`src/rtl/apb_up_gpio.sv`:
```
// APB GPIO: NUM_PINS pads with direction/output registers, atomic set/clear/toggle,
// synchronised inputs and per-pin edge/level interrupts. Optional debounce: UP_GPIO_DEBOUNCE_EN.
module apb_up_gpio #(
  parameter int APB_ADDR_WIDTH = 12,
  parameter int NUM_PINS       = 8
) (
  input  logic                      HCLK,
  input  logic                      HRESETn,
  input  logic [APB_ADDR_WIDTH-1:0] PADDR,
  input  logic [31:0]               PWDATA,
  input  logic                      PWRITE,
  input  logic                      PSEL,
  input  logic                      PENABLE,
  output logic [31:0]               PRDATA,
  output logic                      PREADY,
  output logic                      PSLVERR,
  input  logic [NUM_PINS-1:0]       upio_in_i,
  output logic [NUM_PINS-1:0]       upio_out_o,
  output logic [NUM_PINS-1:0]       upio_dir_o,
  output logic                      int_o
);

  localparam logic [3:0] A_PADDIR    = 4'd0;
  localparam logic [3:0] A_PADIN     = 4'd1;
  localparam logic [3:0] A_PADOUT    = 4'd2;
  localparam logic [3:0] A_OUTSET    = 4'd3;
  localparam logic [3:0] A_OUTCLR    = 4'd4;
  localparam logic [3:0] A_OUTTGL    = 4'd5;
  localparam logic [3:0] A_INTEN     = 4'd6;
  localparam logic [3:0] A_INTTYPE0  = 4'd7;
  localparam logic [3:0] A_INTTYPE1  = 4'd8;
  localparam logic [3:0] A_INTSTATUS = 4'd9;
  localparam logic [3:0] A_CTRL      = 4'd10;
  localparam logic [3:0] A_DBCFG     = 4'd11;

  function automatic logic [31:0] zext(input logic [NUM_PINS-1:0] v);
    logic [31:0] r;
    r = 32'd0;
    r[NUM_PINS-1:0] = v;
    return r;
  endfunction

  logic                wr_s;
  logic [3:0]          idx_s;
  logic [NUM_PINS-1:0] wdata_s;
  logic [NUM_PINS-1:0] dir_r, out_r, inten_r, type0_r, type1_r, status_r;
  logic                gie_r;
  logic [NUM_PINS-1:0] sync1_r, sync2_r, prev_r, filt_s;
  logic [1:0]          start_cnt_r;
  logic                edge_en_s;
  logic [NUM_PINS-1:0] edge_raw_s, edge_trig_s, level_trig_s, clr_s;
  logic [31:0]         dbcfg_rd_s;
  logic                unused_s;

  assign wr_s     = PSEL & PENABLE & PWRITE;
  assign idx_s    = PADDR[5:2];
  assign wdata_s  = PWDATA[NUM_PINS-1:0];
  assign PREADY   = 1'b1;
  assign PSLVERR  = 1'b0;
  assign unused_s = ^{PADDR, PWDATA};

  // Two-flop synchroniser and edge-detect history
  always_ff @(posedge HCLK or negedge HRESETn) begin
    if (!HRESETn) begin
      sync1_r <= '0;
      sync2_r <= '0;
      prev_r  <= '0;
    end else begin
      sync1_r <= upio_in_i;
      sync2_r <= sync1_r;
      prev_r  <= filt_s;
    end
  end

`ifdef UP_GPIO_DEBOUNCE_EN
  logic [15:0]         dbcfg_r, tick_cnt_r;
  logic                tick_s;
  logic [NUM_PINS-1:0] s0_r, s1_r, s2_r, filt_r;

  assign tick_s     = (tick_cnt_r == dbcfg_r);
  assign filt_s     = filt_r;
  assign dbcfg_rd_s = {16'd0, dbcfg_r};

  // Shared prescaler and per-pin 3-sample majority-free agreement filter
  always_ff @(posedge HCLK or negedge HRESETn) begin
    if (!HRESETn) begin
      dbcfg_r    <= 16'd0;
      tick_cnt_r <= 16'd0;
      s0_r       <= '0;
      s1_r       <= '0;
      s2_r       <= '0;
      filt_r     <= '0;
    end else begin
      if (wr_s && (idx_s == A_DBCFG)) begin
        dbcfg_r    <= PWDATA[15:0];
        tick_cnt_r <= 16'd0;
      end else if (tick_s) begin
        tick_cnt_r <= 16'd0;
      end else begin
        tick_cnt_r <= tick_cnt_r + 16'd1;
      end
      if (tick_s) begin
        s0_r <= sync2_r;
        s1_r <= s0_r;
        s2_r <= s1_r;
      end
      // Go high when all samples are 1, low when all are 0, otherwise hold
      filt_r <= (s0_r & s1_r & s2_r) | (filt_r & (s0_r | s1_r | s2_r));
    end
  end
`else
  assign filt_s     = sync2_r;
  assign dbcfg_rd_s = 32'd0;
`endif

  // Startup mask keeps pads held high through reset from looking like rising edges
  always_ff @(posedge HCLK or negedge HRESETn) begin
    if (!HRESETn) begin
      start_cnt_r <= 2'd0;
    end else if (start_cnt_r != 2'd3) begin
      start_cnt_r <= start_cnt_r + 2'd1;
    end else begin
      start_cnt_r <= start_cnt_r;
    end
  end

  assign edge_en_s = (start_cnt_r == 2'd3);

  // Per-pin trigger selection
  always_comb begin
    edge_raw_s   = '0;
    level_trig_s = '0;
    for (int i = 0; i < NUM_PINS; i++) begin
      case ({type1_r[i], type0_r[i]})
        2'b00:   edge_raw_s[i]   = filt_s[i] & ~prev_r[i];
        2'b01:   edge_raw_s[i]   = ~filt_s[i] & prev_r[i];
        2'b10:   edge_raw_s[i]   = filt_s[i] ^ prev_r[i];
        2'b11:   level_trig_s[i] = filt_s[i];
        default: edge_raw_s[i]   = 1'b0;
      endcase
    end
  end

  assign edge_trig_s = edge_raw_s & {NUM_PINS{edge_en_s}};
  assign clr_s       = (wr_s && (idx_s == A_INTSTATUS)) ? wdata_s : '0;

  // Register file; an edge trigger beats a same-cycle clear, a level trigger re-arms one cycle later
  always_ff @(posedge HCLK or negedge HRESETn) begin
    if (!HRESETn) begin
      dir_r    <= '0;
      out_r    <= '0;
      inten_r  <= '0;
      type0_r  <= '0;
      type1_r  <= '0;
      gie_r    <= 1'b0;
      status_r <= '0;
    end else begin
      status_r <= (status_r & ~clr_s) | edge_trig_s | (level_trig_s & ~clr_s);
      if (wr_s) begin
        case (idx_s)
          A_PADDIR:   dir_r   <= wdata_s;
          A_PADOUT:   out_r   <= wdata_s;
          A_OUTSET:   out_r   <= out_r | wdata_s;
          A_OUTCLR:   out_r   <= out_r & ~wdata_s;
          A_OUTTGL:   out_r   <= out_r ^ wdata_s;
          A_INTEN:    inten_r <= wdata_s;
          A_INTTYPE0: type0_r <= wdata_s;
          A_INTTYPE1: type1_r <= wdata_s;
          A_CTRL:     gie_r   <= PWDATA[0];
          default:    ;
        endcase
      end
    end
  end

  // Read mux, combinational from PADDR
  always_comb begin
    case (idx_s)
      A_PADDIR:    PRDATA = zext(dir_r);
      A_PADIN:     PRDATA = zext(filt_s);
      A_PADOUT:    PRDATA = zext(out_r);
      A_INTEN:     PRDATA = zext(inten_r);
      A_INTTYPE0:  PRDATA = zext(type0_r);
      A_INTTYPE1:  PRDATA = zext(type1_r);
      A_INTSTATUS: PRDATA = zext(status_r);
      A_CTRL:      PRDATA = {31'd0, gie_r};
      A_DBCFG:     PRDATA = dbcfg_rd_s;
      default:     PRDATA = 32'd0;
    endcase
  end

  assign upio_out_o = out_r;
  assign upio_dir_o = dir_r;
  assign int_o      = gie_r & (|(status_r & inten_r));

endmodule

```
`config.mk`:
```
export PLATFORM = sky130hd
export DESIGN_NAME = apb_up_gpio
export DESIGN_NICKNAME = d
export VERILOG_FILES = /design/src/rtl/apb_up_gpio.sv
export SDC_FILE = /design/constraint.sdc
export NUM_CORES = 1
export LEC_CHECK = 0
export ABC_CLOCK_PERIOD_IN_PS = 1270
export BUFFER_PORTS_ARGS = -buffer_cell sky130_fd_sc_hd__buf_4
export CORE_MARGIN = 10
export CORE_UTILIZATION = 40
export CTS_BUF_LIST = sky130_fd_sc_hd__clkbuf_4
export CTS_CLUSTER_SIZE = 16
export DETAILED_ROUTE_END_ITERATION = 6
export PLACE_DENSITY = 0.76
export SYNTH_ARGS = -nofsm -noshare
export SYNTH_HDL_FRONTEND = slang
export SYNTH_SLANG_ARGS = --single-unit
export TNS_END_PERCENT = 50
```
`constraint.sdc`:
```
create_clock -name HCLK -period 1.27 [get_ports HCLK]
set_input_delay 0.0635 -clock HCLK [delete_from_list [all_inputs] [get_ports HCLK]]
set_output_delay 0.0635 -clock HCLK [all_outputs]
set_load 0.02 [all_outputs]
```
## Yosys cells after proc, flatten, opt, wreduce, memory -nomap -nowiden

Cells that the tools add are included.

| word-level totals | value |
|---|---|
| register bits | 75 |
| bits in latches | 0 |
| bits in writable memories | 0 |
| bits in read-only memories | 0 |
| input bits | 57 |
| output and inout port bits | 51 |
| logic and storage cells | 139 |
| memories | 0 |

| cells by class | value |
|---|---|
| add/subtract/negate cells | 1 |
| $mul | 0 |
| divide/modulo/power cells | 0 |
| order comparisons | 0 |
| eq/ne operators | 36 |
| shifts and indexed selects | 0 |
| mux-type cells | 19 |
| bitwise operators | 54 |
| reduce and logical (&&, ||, !) cells | 18 |

Operators by type and width:

| operator | number |
|---|---|
| 8-bit one-hot mux with 8 select lines | 1 |
| 8-bit AND | 5 |
| 2-bit equality test (second input constant) | 17 |
| 8-bit one-hot mux with 4 select lines | 1 |
| 8-bit bitwise OR | 3 |
| 1-bit one-hot mux with 3 select lines | 8 |
| 1-bit AND | 19 |
| 2-bit by 1-bit equality test with 1-bit output (second input constant) | 8 |
| 4-bit by 3-bit equality test with 1-bit output (second input constant) | 4 |
| 2-bit zero test | 8 |
| 1-bit inverter | 16 |
| 8-bit inverter | 2 |
| 4-bit equality test (second input constant) | 3 |
| 2-bit AND reduction | 6 |
| 4-bit by 2-bit equality test with 1-bit output (second input constant) | 2 |
| 1-bit 2-to-1 mux | 8 |
| 8-bit 2-to-1 mux | 1 |
| 8-bit OR reduction | 1 |
| 1-bit XOR | 8 |
| 8-bit XOR | 1 |
| 4-bit by 1-bit equality test with 1-bit output (second input constant) | 1 |
| 4-bit zero test | 1 |
| 4-bit nonzero test | 1 |
| 2-bit by 1-bit adder with 2-bit output (second input constant) | 1 |
| other kinds (2) | 2 |

## Longest topological paths before layout

Gate-level depths: netlist (run 1).

| depth | value |
|---|---|
| word-level depth | 8 |
| depth in mapped cells | 6 |
| gate-level depth less buffers | 6 |

## Worst setup path before layout (run 1)

No wires, ideal clock.

| path | value |
|---|---|
| kind | register to output |
| start point | reg out_r[6], in the netlist upio_out_o[6] |
| end point | out PRDATA[6] |
| arrival time | 1.417 ns |
| data required time | 1.207 ns |
| setup slack | -0.211 ns |
| stages on the path, launching flop included | 3 |
| path buffers | 0 |
| path through | dfrtp_1 -> a22oi_1 -> o311ai_0 |

| on the way | value |
|---|---|
| longest elaborated chain between the ends | 1 |

RTL lines:

| what | RTL line | source |
|---|---|---|
| start: declaration | 46 | `logic [NUM_PINS-1:0] dir_r, out_r, inten_r, type0_r, type1_r, status_r;` |
| start signal: assignment | 162 | `A_PADOUT: out_r <= wdata_s;` |
| start signal: assignment | 163 | `A_OUTSET: out_r <= out_r \| wdata_s;` |
| start signal: assignment | 164 | `A_OUTCLR: out_r <= out_r & ~wdata_s;` |
| 8-bit one-hot mux with 8 select lines | 178 | `case (idx_s)` |
| end: declaration | 14 | `output logic [31:0] PRDATA,` |

No other way between the ends.

## Worst setup path after layout (run 1)

| path | value |
|---|---|
| start point | reg type1_r[0] |
| end point | out PRDATA[0] |

| on the way | value |
|---|---|
| longest elaborated chain between the ends | 1 |

RTL lines:

| what | RTL line | source |
|---|---|---|
| start: declaration | 46 |  |
| start signal: assignment | 168 | `A_INTTYPE1: type1_r <= wdata_s;` |
| 8-bit one-hot mux with 8 select lines | 178 |  |

No other way between the ends.

==> flow_summary.json, run 1 <==
{
  "crit_start": "type1_r[0]",
  "yosysWarnings": 0,
  "p_int_w": 0.00415,
  "wl_um": 12100,
  "initial_utilization": 0.408,
  "layout-drive-gt1-share": 0.406,
  "placed_cell_area_um2": 5410,
  "tightest_slew_ns": 0.671,
  "postLayoutCoreUtil": 0.554,
  "cp-end-kind": "primary output",
  "period_minus_slack_ns": 1.84,
  "cts_tree": "done",
  "syn_inst": 405,
  "synthArstFlopShare": 1.00,
  "p_sw_w": 0.00209,
  "antenna_left": 0,
  "seqPwrFrac": 0.458,
  "p_sw_frac": 0.335,
  "dp_slack_ns": -0.247,
  "drt-initial-drc-count": 148,
  "busiest_layer": "met2",
  "r2r-start": "upio_out_o[2]",
  "final_area_um2": 5980,
  "timing.fmax_mhz": 543,
  "antenna_found_initial": 0,
  "power-per-cell-area_nw_per_um2": 1040,
  "holdCritStartpoint": "PWDATA[2]",
  "skew_ns": 0.0111,
  "synth_edf_count": 0,
  "cp_max_fo": 2,
  "seq_area_frac_synth": 0.426,
  "fin_ws_ns": -0.571,
  "vdd_drop_max_mv": 0.567,
  "clockBufferDepth": 2,
  "stdcell_count": 697,
  "place_inst": 654,
  "die_h_um": 125,
  "clockPowerShare": 0.197,
  "place_congestion": 0.956,
  "synth_cell_types": 45,
  "worstPathArrival_ns": 1.78,
  "min_delay_path_depth": 3,
  "port_buffers": 49,
  "cts.sinks": 75,
  "relSlewSlack": 0.549,
  "area_delta_synth_final_pct": 35.7,
  "rsz0062_at_grt": "yes",
  "final-max-slew-violation-count": 0,
  "clk_latency_ns": 0.44,
  "crit_required_ns": 1.21,
  "hold_class": "in -> reg",
  "finalCritPeriodShare": 1.45,
  "grt_usage": 0.155,
  "die_area_um2": 15600,
  "r2r_cells": 7,
  "drv_cap": 0,
  "p_comb_frac": 0.345,
  "grt_max_degree": 29,
  "grt_pass1_wl_um": 19900,
  "htreeDepth": 3,
  "hold_viol_final": 0,
  "violations": "negative setup slack",
  "drc_errors": 0,
  "met2_usage": 0.263,
  "firstDrtPassIters": 4,
  "fp.dieW_um": 125,
  "n_antenna_cell": 0,
  "syn_area_um2": 4410,
  "ys_ff_latch": 75,
  "num_vias": 3552,
  "crit_type": "reg -> out",
  "p_leak_nw": 2.94,
  "avgViaCountPerCell": 5.10,
  "avgSynthCellArea_um2": 10.9,
  "num_rows": 38,
  "root_buffer": "clkbuf_4",
  "path_clk_slew_ns": 0.12,
  "grt_use_met1": 0.188,
  "gr-total-overflow": 0,
  "setup_violations": 12,
  "synth_top_flop_cell": "dfrtp_1",
  "whs_ns": 0.0384,
  "pin_count": 108,
  "status": "finished with violations",
  "numCtsBuffers": 9,
  "grt_pass1_vias": 3832,
  "nFillCells": 915,
  "final_nets": 644,
  "met3_usage": 0.0325,
  "hpwl_um": 9230,
  "core_area_um2": 10800,
  "cp-start-kind": "flip-flop",
  "wl_per_cell_um": 17.3
}
routing by layer:
metal | up-vias | share of wire
met5 | - | 0
met3 | 15 | 0.068
li1 | 1693 | -
met2 | 96 | 0.50
met1 | 1748 | 0.42
met4 | 0 | 0.016
worst max-delay path, cell delays in order (launching register included):
cell and delay, ns:
dfrtp_1 0.42, a22oi_2 0.17, nor3_1 0.06, or4_4 0.54, buf_6 0.15
power by group through the flow:
stage / sequential [W] / combinational (W) / clock (W)
CTS: 0.00286 / 0.00205 / 0.00127
detailed placement: 0.00290 / 0.00187 / 0
floorplan: 0.00302 / 0.000881 / 0
finish: 0.00286 / 0.00215 / 0.00123
global route: 0.00289 / 0.00237 / 0.00137
global placement: 0.00289 / 0.00181 / 0
registers in the layout (all words and copies together) (netlist names):
name         cells
type0_r          8
status_r         8
upio_out_o       8
sync1_r          8
type1_r          8
upio_dir_o       8
prev_r           8
start_cnt_r      2
gie_r            1
inten_r          8
filt_s           8
logic make-up after synthesis:
group	count (synthesis)	synth area share
AO/OA/AOI/OAI	87	0.128
XOR/XNOR	2	0.00397
adder cells (fa/ha/maj)	33	0.0937
buffers and inverters	78	0.0940
flip-flops	75	0.426
multiplexers	65	0.159
other	2	0.00170
AND/OR/NAND/NOR	63	0.0945
cell usage after synthesis (all sizes together) (3+ instances only):
cell type  instances  area, um^2
a32oi              5        43.8
buf               36         256
nor4               5        46.3
inv               38         143
a221oi             4        35.0
a31oi             11        68.8
mux2              39         439
o21ai             27         135
nor2              10        37.5
clkbuf             4        15.0
dfrtp             75        1880
o31ai              3        22.5
nand2             16        67.6
nor3               7        68.8
ha                33         413
or3                3        23.8
a22oi             14         105
mux2i             26         260
a21o               8        60.1
nor2b              6        37.5
a21oi             10        50.1
nand3b             3        22.5
cells in the final DEF, fill, tap and decap left out, types with 3 or more instances in the layout:
| cell | count |
|---|---|
| dlygate4sd3_1 | 16 |
| mux2_4 | 9 |
| inv_1 | 36 |
| nor3_1 | 4 |
| a21o_1 | 8 |
| nor2b_1 | 6 |
| a32oi_1 | 5 |
| o21ai_1 | 20 |
| mux2i_1 | 26 |
| conb_1 | 26 |
| clkbuf_4 | 11 |
| nor3_4 | 3 |
| buf_4 | 123 |
| mux2_2 | 30 |
| buf_6 | 12 |
| a21oi_1 | 10 |
| a221oi_2 | 3 |
| buf_12 | 3 |
| a22oi_1 | 7 |
| a31oi_1 | 11 |
| nand3b_1 | 3 |
| nor4_1 | 4 |
| o21ai_0 | 6 |
| a22oi_2 | 7 |
| ha_1 | 29 |
| dfrtp_1 | 74 |
| nand2_1 | 15 |
| nor2_1 | 10 |
layout make-up:
type                    instances  area, um^2  area share
inverters                      38         145      0.0243
well taps                     140         175      0.0293
repair buffers                154        1280       0.214
clock inverters                 3        17.5     0.00293
flip-flops and latches         75        1880       0.314
clock buffers                  11        82.6      0.0138
multi-input cells             276        2400       0.402
path summary, 6_finish.rpt:
check	to	slack, ns
worst min-delay path	upio_dir_o[2]	0.04
max in group asynchronous	upio_dir_o[7]	0.67
worst max register to register	upio_out_o[2]	-0.08
min in group asynchronous	sync1_r[5]	0.06
worst min register to register	filt_s[4]	0.36
worst max-delay path	PRDATA[0]	-0.57
through the flow:
stage / power (W) / TNS (ns)
floorplan: 0.00390 / -1.54
global placement: 0.00470 / -6.67
detailed placement: 0.00477 / -8.81
CTS: 0.00618 / -4.07
global route: 0.00663 / -5.34
finish: 0.00625 / -3.82
what timing repair did:
item | 4_1_cts | 5_1_grt
endpoints found under the setup margin | 16 | 27
hold buffers | 16 | 0
resized for setup | 34 | 31
buffers inserted | 4 | 10
pin swaps | 8 | 13
endpoints found under the hold margin | 118 | 0
Note: power is estimated with default switching activity, not from simulation.
==> run 2, diff against run 1 <==
Settings changed: ABC_CLOCK_PERIOD_IN_PS 1270 to 1970, CELL_PAD_IN_SITES_DETAIL_PLACEMENT set to 1, CELL_PAD_IN_SITES_GLOBAL_PLACEMENT set to 2, CORE_UTILIZATION 40 to 35, PLACE_DENSITY 0.76 to 0.93, SLEW_MARGIN set to 25.
Clock period 1.27 ns to 1.97 ns, I/O delays scaled along.
==> run 2 against run 1 <==
The flow now finishes without violations. Critical endpoint is now PRDATA[2]. Utilization shrank 11 points. Critical path type unchanged. First-iteration DRC count grew 4.7%. Power shrank 36%. Wire length grew 0.99%.
==> flow_summary.json, run 2 (synthesized netlist as in run 1, its figures left out) <==
{
  "wl_per_cell_um": 18.5,
  "grt_max_degree": 42,
  "firstDrtPassIters": 4,
  "grt_usage": 0.140,
  "clk_latency_ns": 0.45,
  "grt_pass1_wl_um": 19900,
  "layout_common_cells": "dfrtp_1 (73), buf_4 (67), mux2_2 (39)",
  "crit_required_ns": 1.87,
  "cp-start-kind": "flip-flop",
  "reg2reg_slack_ns": 0.57,
  "numCtsBuffers": 9,
  "clockBufferDepth": 2,
  "antenna_left": 0,
  "timing.fmax_mhz": 511,
  "avgViaCountPerCell": 5.04,
  "skew_ns": 0.0210,
  "num_rows": 40,
  "pin_count": 108,
  "setup_violations": 0,
  "antenna_found_initial": 0,
  "nFillCells": 1360,
  "final-max-slew-violation-count": 0,
  "path_clk_slew_ns": 0.15,
  "dp_slack_ns": 0.159,
  "core_area_um2": 12200,
  "hpwl_um": 9010,
  "register_area_um2": 1880,
  "n_antenna_cell": 0,
  "crit_type": "reg -> out",
  "tns_ns": 0,
  "crit_slowest_cell": "dfrtp_1",
  "root_buffer": "clkbuf_4",
  "initial_utilization": 0.362,
  "fp.dieW_um": 132,
  "hold_class": "in -> async",
  "finalCritPeriodShare": 0.993,
  "area_delta_synth_final_pct": 21.3,
  "final_nets": 577,
  "p_leak_nw": 2.57,
  "multi_input_area_um2": 2240,
  "cp.buffers_inverters": 1,
  "status": "finished, final reports clean",
  "drc_errors": 0,
  "relSlewSlack": 0.562,
  "cp-end-kind": "primary output",
  "cp_max_fo": 5,
  "crit_start": "upio_out_o[2]",
  "die_h_um": 132,
  "hold_viol_final": 0,
  "drv_cap": 0,
  "drt-initial-drc-count": 155,
  "gr-total-overflow": 0,
  "period_minus_slack_ns": 1.96,
  "r2r-end": "upio_out_o[1]",
  "r2r_cells": 6,
  "path_depth": 5,
  "layout-drive-gt1-share": 0.289,
  "worstPathArrival_ns": 1.86,
  "cts_tree": "done",
  "wl_um": 12200,
  "r2r-start": "upio_out_o[1]",
  "tightest_slew_ns": 0.652,
  "cp_top_family": "flip-flops",
  "port_buffers": 49,
  "endpoint": "PRDATA[2]",
  "num_vias": 3328,
  "vdd_drop_max_mv": 0.280,
  "die_area_um2": 17500,
  "place_congestion": 0.828,
  "fin_ws_ns": 0.0135,
  "path_cells": "mux2i_1, nor4_1, a221oi_2, o31ai_1, buf_4",
  "rsz0062_at_grt": "yes",
  "postLayoutCoreUtil": 0.440,
  "grt_pass1_vias": 3738,
  "cpPeakStageDelay_ns": 0.45,
  "cts.sinks": 75,
  "power-per-cell-area_nw_per_um2": 753,
  "layout_commonest_cell": "dfrtp_1",
  "htreeDepth": 3
}
## run 2: cell types whose count changed in the layout (fill, tap and decap cells not counted), moves of 4 or more
| cell | delta |
|---|---|
| a22oi_1 | +6 |
| a22oi_2 | -6 |
| buf_4 | -56 |
| buf_6 | -10 |
| ha_1 | +4 |
| mux2_2 | +9 |
| mux2_4 | -9 |
| o21ai_0 | +19 |
| o21ai_1 | -18 |
## run 2: area by class of cell
cell class              instances  area share
repair buffers                 87       0.134
multi-input cells             276       0.419
flip-flops and latches         75       0.352
well taps                     168      0.0393
clock buffers                   9      0.0126
clock inverters                 7      0.0171
inverters                      38      0.0267
## run 2: worst reg2reg max path: stages, from the launching register on
cell,delay [ns]
dfrtp_1,0.49
inv_1,0.08
ha_1,0.28
mux2i_1,0.07
a32oi_1,0.16
o21ai_0,0.11
o21ai_0,0.16
## run 2: how the worst min path moves through the flow
stage                 start         end  slack, ns
floorplan           HRESETn   filt_s[0]      -0.20
global placement    HRESETn  sync1_r[7]       0.09
detailed placement  HRESETn  sync1_r[7]        0.1
CTS                 HRESETn  type0_r[7]       0.13
global route        HRESETn  sync1_r[7]       0.15
finish              HRESETn  type0_r[7]       0.14
## run 2: routing by layer
metal | up-vias | GRT usage | part of all wire
met5 | - | 0 | 0
met4 | 0 | 0.0391 | 0.014
met3 | 11 | 0.0354 | 0.040
met2 | 63 | 0.243 | 0.52
met1 | 1700 | 0.167 | 0.43
li1 | 1554 | - | -
## run 2: repair_timing
action / 4_1_cts / 5_1_grt
hold buffers: 17 / 0
endpoints found under the setup margin: 3 / 6
hold endpoints to repair: 76 / 0
pin swaps: 0 / 2
buffers inserted: 3 / 3
resized for setup: 4 / 9
## run 2: report_power, final
part           leakage [nW]  internal (W)  total (W)  switching (W)
clock network        0.0861      0.000512    0.00110       0.000587
logic                  1.58      0.000467    0.00103       0.000568
registers             0.901       0.00170    0.00189       0.000190
total                  2.57       0.00268    0.00403        0.00134
## run 2: stage by stage
stage	instances	power, W	hold slack [ns]	area [um^2]
finish	660	0.00403	0.136	5350
global route	660	0.00429	0.151	5350
CTS	657	0.00406	0.132	5300
detailed placement	621	0.00290	0.0990	4930
global placement	621	0.00283	0.0929	4930
floorplan	429	0.00250	-0.197	4500
==> run 3, diff against run 2 <==
Settings changed: CELL_PAD_IN_SITES_DETAIL_PLACEMENT 1 to unset, CELL_PAD_IN_SITES_GLOBAL_PLACEMENT 2 to unset, CORE_UTILIZATION 35 to 40, PLACE_DENSITY 0.93 to 0.74.
==> run 3 against run 2 <==
Clock skew barely moved. Non-clock buffer count grew 3. Global-route usage decreased by 0.20 points. Largest cell class unchanged. Critical endpoint is now PRDATA[0]. Largest power group unchanged. First-iteration DRC count grew 100%. Clock power shrank 27%. Critical path depth shrank 1. Die area shrank 11%. Sequential share of layout area up 0.51 points.
==> flow_summary.json, run 3 (synthesized netlist as in run 1, its figures left out) <==
{
  "cp-start-kind": "flip-flop",
  "crit_type": "reg -> out",
  "die_area_um2": 15600,
  "place_congestion": 0.915,
  "crit_required_ns": 1.87,
  "wl_per_cell_um": 17.2,
  "grt_max_degree": 41,
  "worstPathArrival_ns": 1.79,
  "root_buffer": "clkbuf_4",
  "power-per-cell-area_nw_per_um2": 703,
  "hold_class": "in -> async",
  "rsz0062_at_grt": "yes",
  "tightest_slew_ns": 0.558,
  "hpwl_um": 8060,
  "fin_ws_ns": 0.0819,
  "reg2reg_slack_ns": 0.61,
  "cts.sinks": 75,
  "firstDrtPassIters": 5,
  "initial_utilization": 0.408,
  "avgViaCountPerCell": 5.36,
  "n_antenna_cell": 0,
  "whs_ns": 0.158,
  "finalCritPeriodShare": 0.958,
  "grt_pass1_vias": 3405,
  "status": "finished, final reports clean",
  "setup_violations": 0,
  "relSlewSlack": 0.627,
  "fp.dieW_um": 125,
  "htreeDepth": 3,
  "final_nets": 580,
  "grt_usage": 0.138,
  "drt-initial-drc-count": 312,
  "clk_latency_ns": 0.42,
  "dp_slack_ns": 0.229,
  "die_h_um": 125,
  "timing.fmax_mhz": 530,
  "num_rows": 38,
  "period_minus_slack_ns": 1.89,
  "vdd_drop_max_mv": 0.302,
  "layout-drive-gt1-share": 0.287,
  "area_delta_synth_final_pct": 19.5,
  "r2r-end": "upio_out_o[1]",
  "num_vias": 3403,
  "cp_max_fo": 2,
  "nFillCells": 992,
  "pin_count": 108,
  "clockBufferDepth": 2,
  "wl_um": 10900,
  "drc_errors": 0,
  "skew_ns": 0.0214,
  "core_area_um2": 10800,
  "hold_viol_final": 0,
  "path_clk_slew_ns": 0.13,
  "cp-end-kind": "primary output",
  "gr-total-overflow": 0,
  "grt_pass1_wl_um": 18000,
  "r2r_cells": 6,
  "numCtsBuffers": 9,
  "port_buffers": 49,
  "layout_common_cells": "dfrtp_1 (74), buf_4 (72), mux2_2 (39)",
  "drv_cap": 0,
  "cts_tree": "done",
  "layout_commonest_cell": "dfrtp_1",
  "p_leak_nw": 2.57,
  "r2r-start": "upio_out_o[1]",
  "antenna_found_initial": 0,
  "antenna_left": 0,
  "final-max-slew-violation-count": 0
}
==> run 3: through the flow <==
step                      setup TNS (ns)  area, um^2  utilization  instances  power (W)
final                                  0        5270        0.488        635    0.00370
after global routing            -0.00977        5270        0.488        635    0.00393
after CTS                              0        5250        0.486        634    0.00371
after detailed placement               0        4940        0.458        599    0.00288
after global placement                 0        4940        0.458        599    0.00283
after floorplan                        0        4500            -        429    0.00250
==> run 3: layer usage <==
metal  part of all wire  vias to the layer above  track usage
met5                  0                        -            0
met4              0.020                        0       0.0400
met3              0.087                       21       0.0469
met2               0.46                      157        0.218
met1               0.43                     1663        0.175
li1                   -                     1562            -
==> run 3: what timing repair did <==
action	CTS	global route
setup buffers	2	1
setup endpoints to repair	2	3
hold endpoints to repair	76	0
resized for setup	3	4
hold buffers	17	0
==> run 3: how the worst max path moves through the flow <==
| stage | from | end | slack (ns) | cells past startpoint |
|---|---|---|---|---|
| floorplan | PADDR[2] | PRDATA[6] | 0.45 | 4 |
| CTS | type1_r[0] | PRDATA[0] | 0.02 | 4 |
| global placement | PADDR[5] | upio_dir_o[1] | 0.24 | 5 |
| finish | filt_s[0] | PRDATA[0] | 0.08 | 4 |
| global route | status_r[0] | PRDATA[0] | -0.01 | 4 |
| detailed placement | PADDR[5] | upio_dir_o[2] | 0.23 | 5 |
==> run 3: where the power goes <==
group	internal [W]	total (W)	switching [W]	leakage, nW
Clock	0.000264	0.000808	0.000545	0.0673
Sequential	0.00170	0.00189	0.000191	0.903
Combinational	0.000458	0.00100	0.000543	1.60
Total	0.00242	0.00370	0.00128	2.57
==> run 3: worst max-delay path, stage by stage, from the launching register on <==
cell and delay (ns):
dfrtp_1 0.42, a22oi_2 0.17, nor3_1 0.06, or4_4 0.54, buf_4 0.17
==> run 3: cell type report <==
cell class	instances	area, um^2	share of cell area
Sequential cell	75	1880	0.357
Multi-Input combinational cell	276	2230	0.424
Timing Repair Buffer	90	731	0.139
Clock inverter	6	32.5	0.00618
Inverter	38	143	0.0271
Tap cell	140	175	0.0333
Clock buffer	10	75.1	0.0143
